[config.mk]
export PLATFORM = sky130hd
export DESIGN_NAME = dff_scan_unloader
export DESIGN_NICKNAME = d
export VERILOG_FILES = /design/src/rtl/dff_scan_pkg.sv /design/src/rtl/dff_scan_shreg.sv /design/src/rtl/dff_scan_unloader.sv
export SDC_FILE = /design/constraint.sdc
export NUM_CORES = 1
export LEC_CHECK = 0
export CORE_UTILIZATION = 30
export CTS_CLUSTER_SIZE = 12
export DETAILED_ROUTE_END_ITERATION = 16
export HOLD_SLACK_MARGIN = 0.02
export MAX_ROUTING_LAYER = met4
export PLACE_DENSITY = 0.5
export SLEW_MARGIN = 10
export SYNTH_ARGS = -nofsm -noshare
export SYNTH_HDL_FRONTEND = slang
export SYNTH_SLANG_ARGS = --single-unit
[constraint.sdc]
create_clock -name clk -period 2.1 [get_ports clk]
set_input_delay 0.42 -clock clk [delete_from_list [all_inputs] [get_ports clk]]
set_output_delay 0.42 -clock clk [all_outputs]
set_load 0.03 [all_outputs]
[src/rtl/dff_scan_pkg.sv]
// Shared types and helpers for the DFF scan readback unloader.
package dff_scan_pkg;

  typedef enum logic [1:0] {
    IDLE  = 2'd0,
    SHIFT = 2'd1,
    PAR   = 2'd2,
    DONE  = 2'd3
  } scan_state_e;

  function automatic int unsigned cnt_w(input int unsigned width);
    return $clog2(width);
  endfunction

endpackage

[src/rtl/dff_scan_shreg.sv]
// Load/shift-right shadow register holding the captured flop q vector.
module dff_scan_shreg #(
  parameter int unsigned WIDTH = 8
) (
  input  logic             clk,
  input  logic             rst,
  input  logic             i_load,
  input  logic             i_shift_en,
  input  logic [WIDTH-1:0] i_din,
  output logic             o_dout,
  output logic             o_dout_nxt
);

  logic [WIDTH-1:0] r_q;

  always_ff @(posedge clk) begin
    if (!rst) begin
      r_q <= '0;
    end else if (i_load) begin
      r_q <= i_din;
    end else if (i_shift_en) begin
      r_q <= {1'b0, r_q[WIDTH-1:1]};
    end
  end

  assign o_dout     = r_q[0];
  // Bit that becomes dout after a shift; lets the top register tx_bit.
  assign o_dout_nxt = r_q[1];

endmodule

[src/rtl/dff_scan_unloader.sv]
// Snapshots a flop bank's q vector and streams it LSB-first over valid/ready,
// optionally followed by an even-parity bit.
module dff_scan_unloader
  import dff_scan_pkg::*;
#(
  parameter int unsigned WIDTH     = 8,
  parameter bit          PARITY_EN = 1'b1
) (
  input  logic             clk,
  input  logic             rst,
  input  logic             capture_req,
  input  logic [WIDTH-1:0] q_in,
  input  logic             tx_ready,
  output logic             tx_valid,
  output logic             tx_bit,
  output logic             tx_last,
  output logic             busy,
  output logic             done
);

  localparam int unsigned CW = cnt_w(WIDTH);
  localparam logic [CW-1:0] LAST = CW'(WIDTH - 1);

  scan_state_e   r_state, w_state_n;
  logic [CW-1:0] r_cnt, w_cnt_n;
  logic          r_par, w_par_n;
  logic          r_tx_valid, r_tx_bit, r_tx_last, r_busy, r_done;
  logic          w_valid_n, w_bit_n, w_last_n, w_busy_n, w_done_n;
  logic          w_load, w_shift, w_dout, w_dout_nxt;

  dff_scan_shreg #(.WIDTH(WIDTH)) u_shreg (
    .clk        (clk),
    .rst        (rst),
    .i_load     (w_load),
    .i_shift_en (w_shift),
    .i_din      (q_in),
    .o_dout     (w_dout),
    .o_dout_nxt (w_dout_nxt)
  );

  always_ff @(posedge clk) begin
    if (!rst) begin
      r_state    <= IDLE;
      r_cnt      <= '0;
      r_par      <= 1'b0;
      r_tx_valid <= 1'b0;
      r_tx_bit   <= 1'b0;
      r_tx_last  <= 1'b0;
      r_busy     <= 1'b0;
      r_done     <= 1'b0;
    end else begin
      r_state    <= w_state_n;
      r_cnt      <= w_cnt_n;
      r_par      <= w_par_n;
      r_tx_valid <= w_valid_n;
      r_tx_bit   <= w_bit_n;
      r_tx_last  <= w_last_n;
      r_busy     <= w_busy_n;
      r_done     <= w_done_n;
    end
  end

  always_comb begin
    w_state_n = r_state;
    w_cnt_n   = r_cnt;
    w_par_n   = r_par;
    w_load    = 1'b0;
    w_shift   = 1'b0;
    w_valid_n = 1'b0;
    w_bit_n   = 1'b0;
    w_last_n  = 1'b0;

    case (r_state)
      IDLE: begin
        if (capture_req) begin
          w_load    = 1'b1;
          w_cnt_n   = '0;
          w_par_n   = ^q_in;
          w_state_n = SHIFT;
        end
      end
      SHIFT: begin
        // tx_valid is always high here, so tx_ready alone means accepted
        if (tx_ready) begin
          w_shift = 1'b1;
          if (r_cnt == LAST) begin
            w_state_n = PARITY_EN ? PAR : DONE;
          end else begin
            w_cnt_n = r_cnt + CW'(1);
          end
        end
      end
      PAR: begin
        if (tx_ready) w_state_n = DONE;
      end
      DONE: w_state_n = IDLE;
      default: w_state_n = IDLE;
    endcase

    // Outputs are precomputed from the next state so they come out registered.
    case (w_state_n)
      SHIFT: begin
        w_valid_n = 1'b1;
        w_bit_n   = w_load ? q_in[0] : (w_shift ? w_dout_nxt : w_dout);
        w_last_n  = (w_cnt_n == LAST) && !PARITY_EN;
      end
      PAR: begin
        w_valid_n = 1'b1;
        w_bit_n   = w_par_n;
        w_last_n  = 1'b1;
      end
      default: ;
    endcase

    w_busy_n = (w_state_n != IDLE);
    w_done_n = (w_state_n == DONE);
  end

  assign tx_valid = r_tx_valid;
  assign tx_bit   = r_tx_bit;
  assign tx_last  = r_tx_last;
  assign busy     = r_busy;
  assign done     = r_done;

endmodule

== After elaboration in Yosys (flattened, before gate mapping) ==
Cells that the tools add are included.
Operators by class
  equality and inequality tests: 10
  reductions and logical operators: 7
  $add $sub $neg: 1
  muxes and demuxes: 22
Operators with widths (number)
  8-bit two-way mux: 2
  1-bit two-way mux: 10
  3-bit two-way mux: 3
  2-bit equality test (second input constant): 4
  2-bit two-way mux: 4
  2-bit case mux with 4 select lines: 1
  8-bit parity: 1
  2-bit != test (second input constant): 3
  3-bit case mux with 2 select lines: 1
  2-bit nonzero test: 3
  2-bit by 1-bit equality test with 1-bit output (second input constant): 2
  4-bit AND reduction: 1
  3-bit by 1-bit adder with 3-bit output (second input constant): 1
  3-bit equality test (second input constant): 1
  2-bit logical NOT: 1
  1-bit case mux with 2 select lines: 1
  2-bit OR reduction: 1
Word-level totals
  bits of input ports: 12
  logic and storage cells: 49
  register bits after elaboration: 19

== Longest topological paths before layout ==
  depth in word-level cells: 7
  mapped depth: 10
  mapped depth without buffers: 10

== Cells and area by module ==
From an unflattened synthesis, not the netlist that was laid out.
Unflattened totals
  cells, all modules: 106
  area, all modules: 1053.5 sq um
Modules (own cells, without submodules)
  dff_scan_unloader: times used 1, cells an instance 71, area each 634.4 sq um, seq. area each 220.2 sq um
  dff_scan_shreg: times used 1, cells an instance 35, area each 419.2 sq um, seq. area each 160.2 sq um

== Worst setup path before layout ==
No wires, ideal clock.
  path type: reg2reg
  from: reg r_cnt[0]
  to: reg r_tx_bit (netlist: tx_bit)
  library setup time: 0.121 ns
  path slack: 0.316 ns
  cell stages (with the launch flop): 10
  arrival time: 1.663 ns
  path buffers: 0
  cell sequence: dfxtp_1 > ha_1 > ha_1 > nand3_1 > o311a_2 > inv_1 > ha_1 > and2_1 > a31oi_1 > o21ai_1
Between the ends
  longest elaborated chain between the ends: 6
RTL lines
  start, declared: RTL line dff_scan_unloader.sv:25  | logic [CW-1:0] r_cnt, w_cnt_n;
  start signal, assigned: RTL line dff_scan_unloader.sv:53  | r_cnt <= w_cnt_n;
  3-bit equality test *: RTL line dff_scan_unloader.sv:86  | if (r_cnt == LAST) begin
  2-bit two-way mux *: RTL line dff_scan_unloader.sv:86
  2-bit two-way mux *: RTL line dff_scan_unloader.sv:84  | if (tx_ready) begin
  2-bit case mux with 4 select lines *: RTL line dff_scan_unloader.sv:73  | case (r_state)
  via w_state_n[0]: RTL line dff_scan_unloader.sv:24  | scan_state_e r_state, w_state_n;
  2-bit equality test or 2-bit by 1-bit equality test with 1-bit output (tied branches): RTL line dff_scan_unloader.sv:101  | case (w_state_n)
  1-bit case mux with 2 select lines *: RTL line dff_scan_unloader.sv:101
  end signal, assigned: RTL line dff_scan_unloader.sv:56  | r_tx_bit <= w_bit_n;
  end, declared: RTL line dff_scan_unloader.sv:27  | logic r_tx_valid, r_tx_bit, r_tx_last, r_busy, r_done;
Mark *: on every way through the listed nets, which the timed path passes. The rest lies on a longest branch.
A chain may end at the register's enable or synchronous reset.

== Final worst setup path ==
  from: in tx_ready
  to: reg r_tx_bit (netlist: tx_bit)
RTL lines
  start, declared: RTL line dff_scan_unloader.sv:13  | input logic tx_ready,
  2-bit two-way mux, on equally long branches: RTL line dff_scan_unloader.sv:94, dff_scan_unloader.sv:84
  2-bit case mux with 4 select lines *: RTL line dff_scan_unloader.sv:73
  via w_state_n[0]: RTL line dff_scan_unloader.sv:24
  2-bit equality test or 2-bit by 1-bit equality test with 1-bit output (tied branches): RTL line dff_scan_unloader.sv:101
  1-bit case mux with 2 select lines *: RTL line dff_scan_unloader.sv:101
Marks and branches as above.

==> metrics.md <==
| Metric | Value |
|---|---|
| Power share of the combinational group | 20.1% |
| Largest family of logic cells by synthesized area | simple AND/OR/NAND/NOR gates |
| Total number of vias | about 740 |
| P_int | approximately 0.00053 W |
| Post-synthesis compound-gate area fraction | a little under a fifth |
| Worst Setup Path Type | in -> reg |
| GP Congestion | 0.762 |
| Critical Path End | tx_bit |
| Simple logic cell fraction of the synthesized area | between 20% and 30% |
| R2R Setup Slk | around 0.22 ns |
| Hold buffers post-CTS | 0 |
| Setup TNS | 0 ns |
| Reg-to-Reg Start | r_cnt[0] |
| Later-pin clock latency in the skew report | 0.30 ns |
| Dominant synthesized flop cell | dfxtp_1 |
| Final hold violation count | 0 |
| Data required time of the worst path | 2.30 ns |
| CP Launch Type | input pin |
| Max cap viols | 0 |
| Vias in the first global route | 703 |
| Num CTS Buffers | 3 |
| DR vias/cell | roughly 4.6 |
| Gr ovfl total | 0 |
| Crit. Startpoint | tx_ready |
| Adder-cell area share of the yosys netlist | 7.67% |
| Pin count of the biggest net entering global routing | 15 |
| Hold Crit Class | reg -> reg |
| Post-cts resize count | 0 |
| Post-Synth XOR/XNOR Area | 6.27% |
| Met1 Use GR | around 15% |
| Die height | 59.1 µm |
| Root buf cell | clkbuf_4 |
| DRT iter0 DRCs | 33 |
| Power per cell area | roughly 580 mW/mm² |
| Slowest cell on the critical path | clkdlybuf4s50_1 |
| Synth Register Bits | 19 |
| Most used cell, CP | inv_1 |
| Net Sw Frac | between 20% and 30% |
| All-layer global routing usage | between 10% and 20% |
| Met3 Usage GRT | ~4.6% |
| Num rows | 20 |
| IO Pins | 17 |
| Initial antenna violation count | 0 |
| Antenna diode count | 0 |
| Number of enable flip-flop cells after synthesis | 0 |
| # DRC | 0 |
| FMAX | around 530 MHz |
| Netlist cell types | 29 |
| Status | finished, final reports clean |
| Clk_skew | around 0.010 ns |
| Sequential area share after synthesis | between 30 and 40% |
| Clock Sinks | 19 |
| Core area | 0.00308 mm² |
| CP endpoint kind | register |
| Syn Nets | roughly 110 |
| Synthesized netlist cell count | 95 |
| Worst-Margin Slew | between 0.3 and 0.4 ns |
| Die ar. | around 0.0035 mm² |
| Global-route wire length before repair | around 3000 µm |
| Total power | 0.000721 W |
| Sequential Power Share | 53.9% |
| Synth Warn # | 0 |
| Routed wire length | about 1800 µm |
| Avg Cell Area, Syn | slightly above 10 µm² |
| Clock slew at reported path FFs | between 0.1 and 0.15 ns |
| Setup repair after global routing missed its margin | no |
| Maximum vdd drop | 0.000407 V |
| Worst slew margin | between 70% and 80% |
| WL/cell | between 10 and 15 µm |
| CP Data Arrival Time | roughly 2.1 ns |
| Met2 Usage GRT | between 10% and 20% |
| H-tree depth | 1 |
| Largest stage delay, worst path | ~0.50 ns |
| Post-DRT Antenna Nets | 0 |
| PortBufs | 16 |
| Post-synthesis mux area share | under 10% |
| Clock share of power | 25.9% |
| Critical-path maximum fanout | 3 |
| Worst reg2reg path depth | 9 |
| Initial cell density of the core | a little under a third |
| Fin. max-slew vios | 0 |
| HPWL Detailed | roughly 1400 µm |
| GRT Max-Usage Layer | met2 |
| Longest Clk Path Bufs | 2 |
| Final number of setup-violating endpoints | 0 |
| Asr flop ratio synth | 0% |
| FF-to-FF End | tx_bit |
| Number of setup buffers added after CTS | 0 |
| Most frequent cells in the layout | dfxtp_1, clkdlybuf4s50_1, nand2_1, buf_4 |
| Switching pwr | just under 0.0002 W |
| Area grow syn2layout | 28.0% |
| First drt pass iteration count | 4 |
| Commonest non-fill, non-tap cell in the layout | dfxtp_1 |
| Final period utilization | about nine tenths |
| Min cycle time layout | 1.89 ns |
| Layout cells sized above 1 | approximately 16% |
| Die width | slightly below 60 µm |
| Leakage | between 0.4 and 0.5 nW |
| Synth Cell Area | 978 µm² |
| CP cell instances | clkdlybuf4s50_1 -> inv_1 -> o21ai_0 -> o311a_2 -> inv_1 -> ha_1 -> and2_1 -> a31oi_1 -> o21ai_1 |
| # nets final | about 140 |
| CTS tree | built |
[power groups by stage]
| stage | logic [W] | registers (W) | clock network, W |
|---|---|---|---|
| global route | 0.000160 | 0.000391 | 0.000218 |
| detailed placement | 0.000148 | 0.000397 | 0 |
| floorplan | 0.0000864 | 0.000399 | 0 |
| global placement | 0.000147 | 0.000397 | 0 |
| CTS | 0.000148 | 0.000389 | 0.000201 |
| finish | 0.000145 | 0.000389 | 0.000187 |
[cell families (layout without fill, tap and decap cells)]
kind of cell | count (synthesis) | in the layout
fa+ha+maj | 6 | 6
buf+inv | 9 | 33
flops | 19 | 19
simple gates | 30 | 30
compound gates | 22 | 22
xor+xnor | 7 | 7
mux | 2 | 2
[synthesized netlist by cell type (2+ instances only)]
| cell type | n | area share, % |
|---|---|---|
| nand3_1 | 2 | 1.0 |
| inv_1 | 4 | 1.5 |
| nor2b_1 | 3 | 1.9 |
| nand4b_1 | 3 | 2.7 |
| a21boi_0 | 2 | 1.5 |
| dfxtp_1 | 19 | 39 |
| ha_1 | 6 | 7.7 |
| buf_6 | 4 | 4.6 |
| and2_1 | 6 | 3.8 |
| a22oi_1 | 7 | 5.4 |
| nand2_1 | 8 | 3.1 |
| a21boi_1 | 6 | 4.6 |
| mux2i_1 | 2 | 2.0 |
| xnor2_1 | 7 | 6.3 |
| o21ai_0 | 2 | 1.0 |
[sequential cells by signal, indices dropped and copies added, names as in the netlist]
| signal | flops |
|---|---|
| tx_bit | 1 |
| r_par | 1 |
| r_state | 2 |
| tx_last | 1 |
| r_cnt | 3 |
| busy | 1 |
| done | 1 |
| tx_valid | 1 |
| u_shreg.r_q | 8 |
[critical path, delay by kind of cell]
| family | cells | cell delay, ns |
|---|---|---|
| AND/OR/NAND/NOR | 1 | 0.17 |
| buffers and inverters | 3 | 0.61 |
| adder cells (fa/ha/maj) | 1 | 0.30 |
| AO/OA/AOI/OAI | 4 | 0.60 |
[cell type report]
type	count	area, µm²
Clock buffer	3	22.5
Clock inverter	1	5.00
Fill cell	319	1830
Inverter	4	15.0
Multi-Input combinational cell	67	534
Sequential cell	19	380
Tap cell	44	55.1
Timing Repair Buffer	25	240
[per-layer routing]
layer	routed length [µm]	part of all wire (%)	vias to the layer above
li1	-	-	383
met1	839	47	343
met2	866	48	14
met3	72	4.0	2
met4	15	0.84	0
met5	0	0	-
[stage by stage]
stage                     instances  area (µm²)  setup slack [ns]  utilization [%]  hold WS [ns]
final                           163        1250             0.214             40.7         0.466
after global routing            163        1250            0.0669             40.7         0.484
after CTS                       163        1250             0.207             40.7         0.467
after detailed placement        159        1220            -0.110             39.8         0.449
after global placement          159        1220           -0.0693             39.8         0.442
after floorplan                  95         978             0.316                -         0.435
[how the worst min path moves through the flow]
stage	start	end	slack (ns)	cells past startpoint
finish	u_shreg.r_q[2]	u_shreg.r_q[2]	0.47	2
global route	u_shreg.r_q[6]	u_shreg.r_q[6]	0.48	2
CTS	u_shreg.r_q[2]	u_shreg.r_q[2]	0.47	2
detailed placement	u_shreg.r_q[2]	u_shreg.r_q[2]	0.45	2
global placement	u_shreg.r_q[3]	u_shreg.r_q[3]	0.44	2
floorplan	u_shreg.r_q[1]	u_shreg.r_q[1]	0.44	2
No activity file was read; power rests on OpenSTA's default activity.
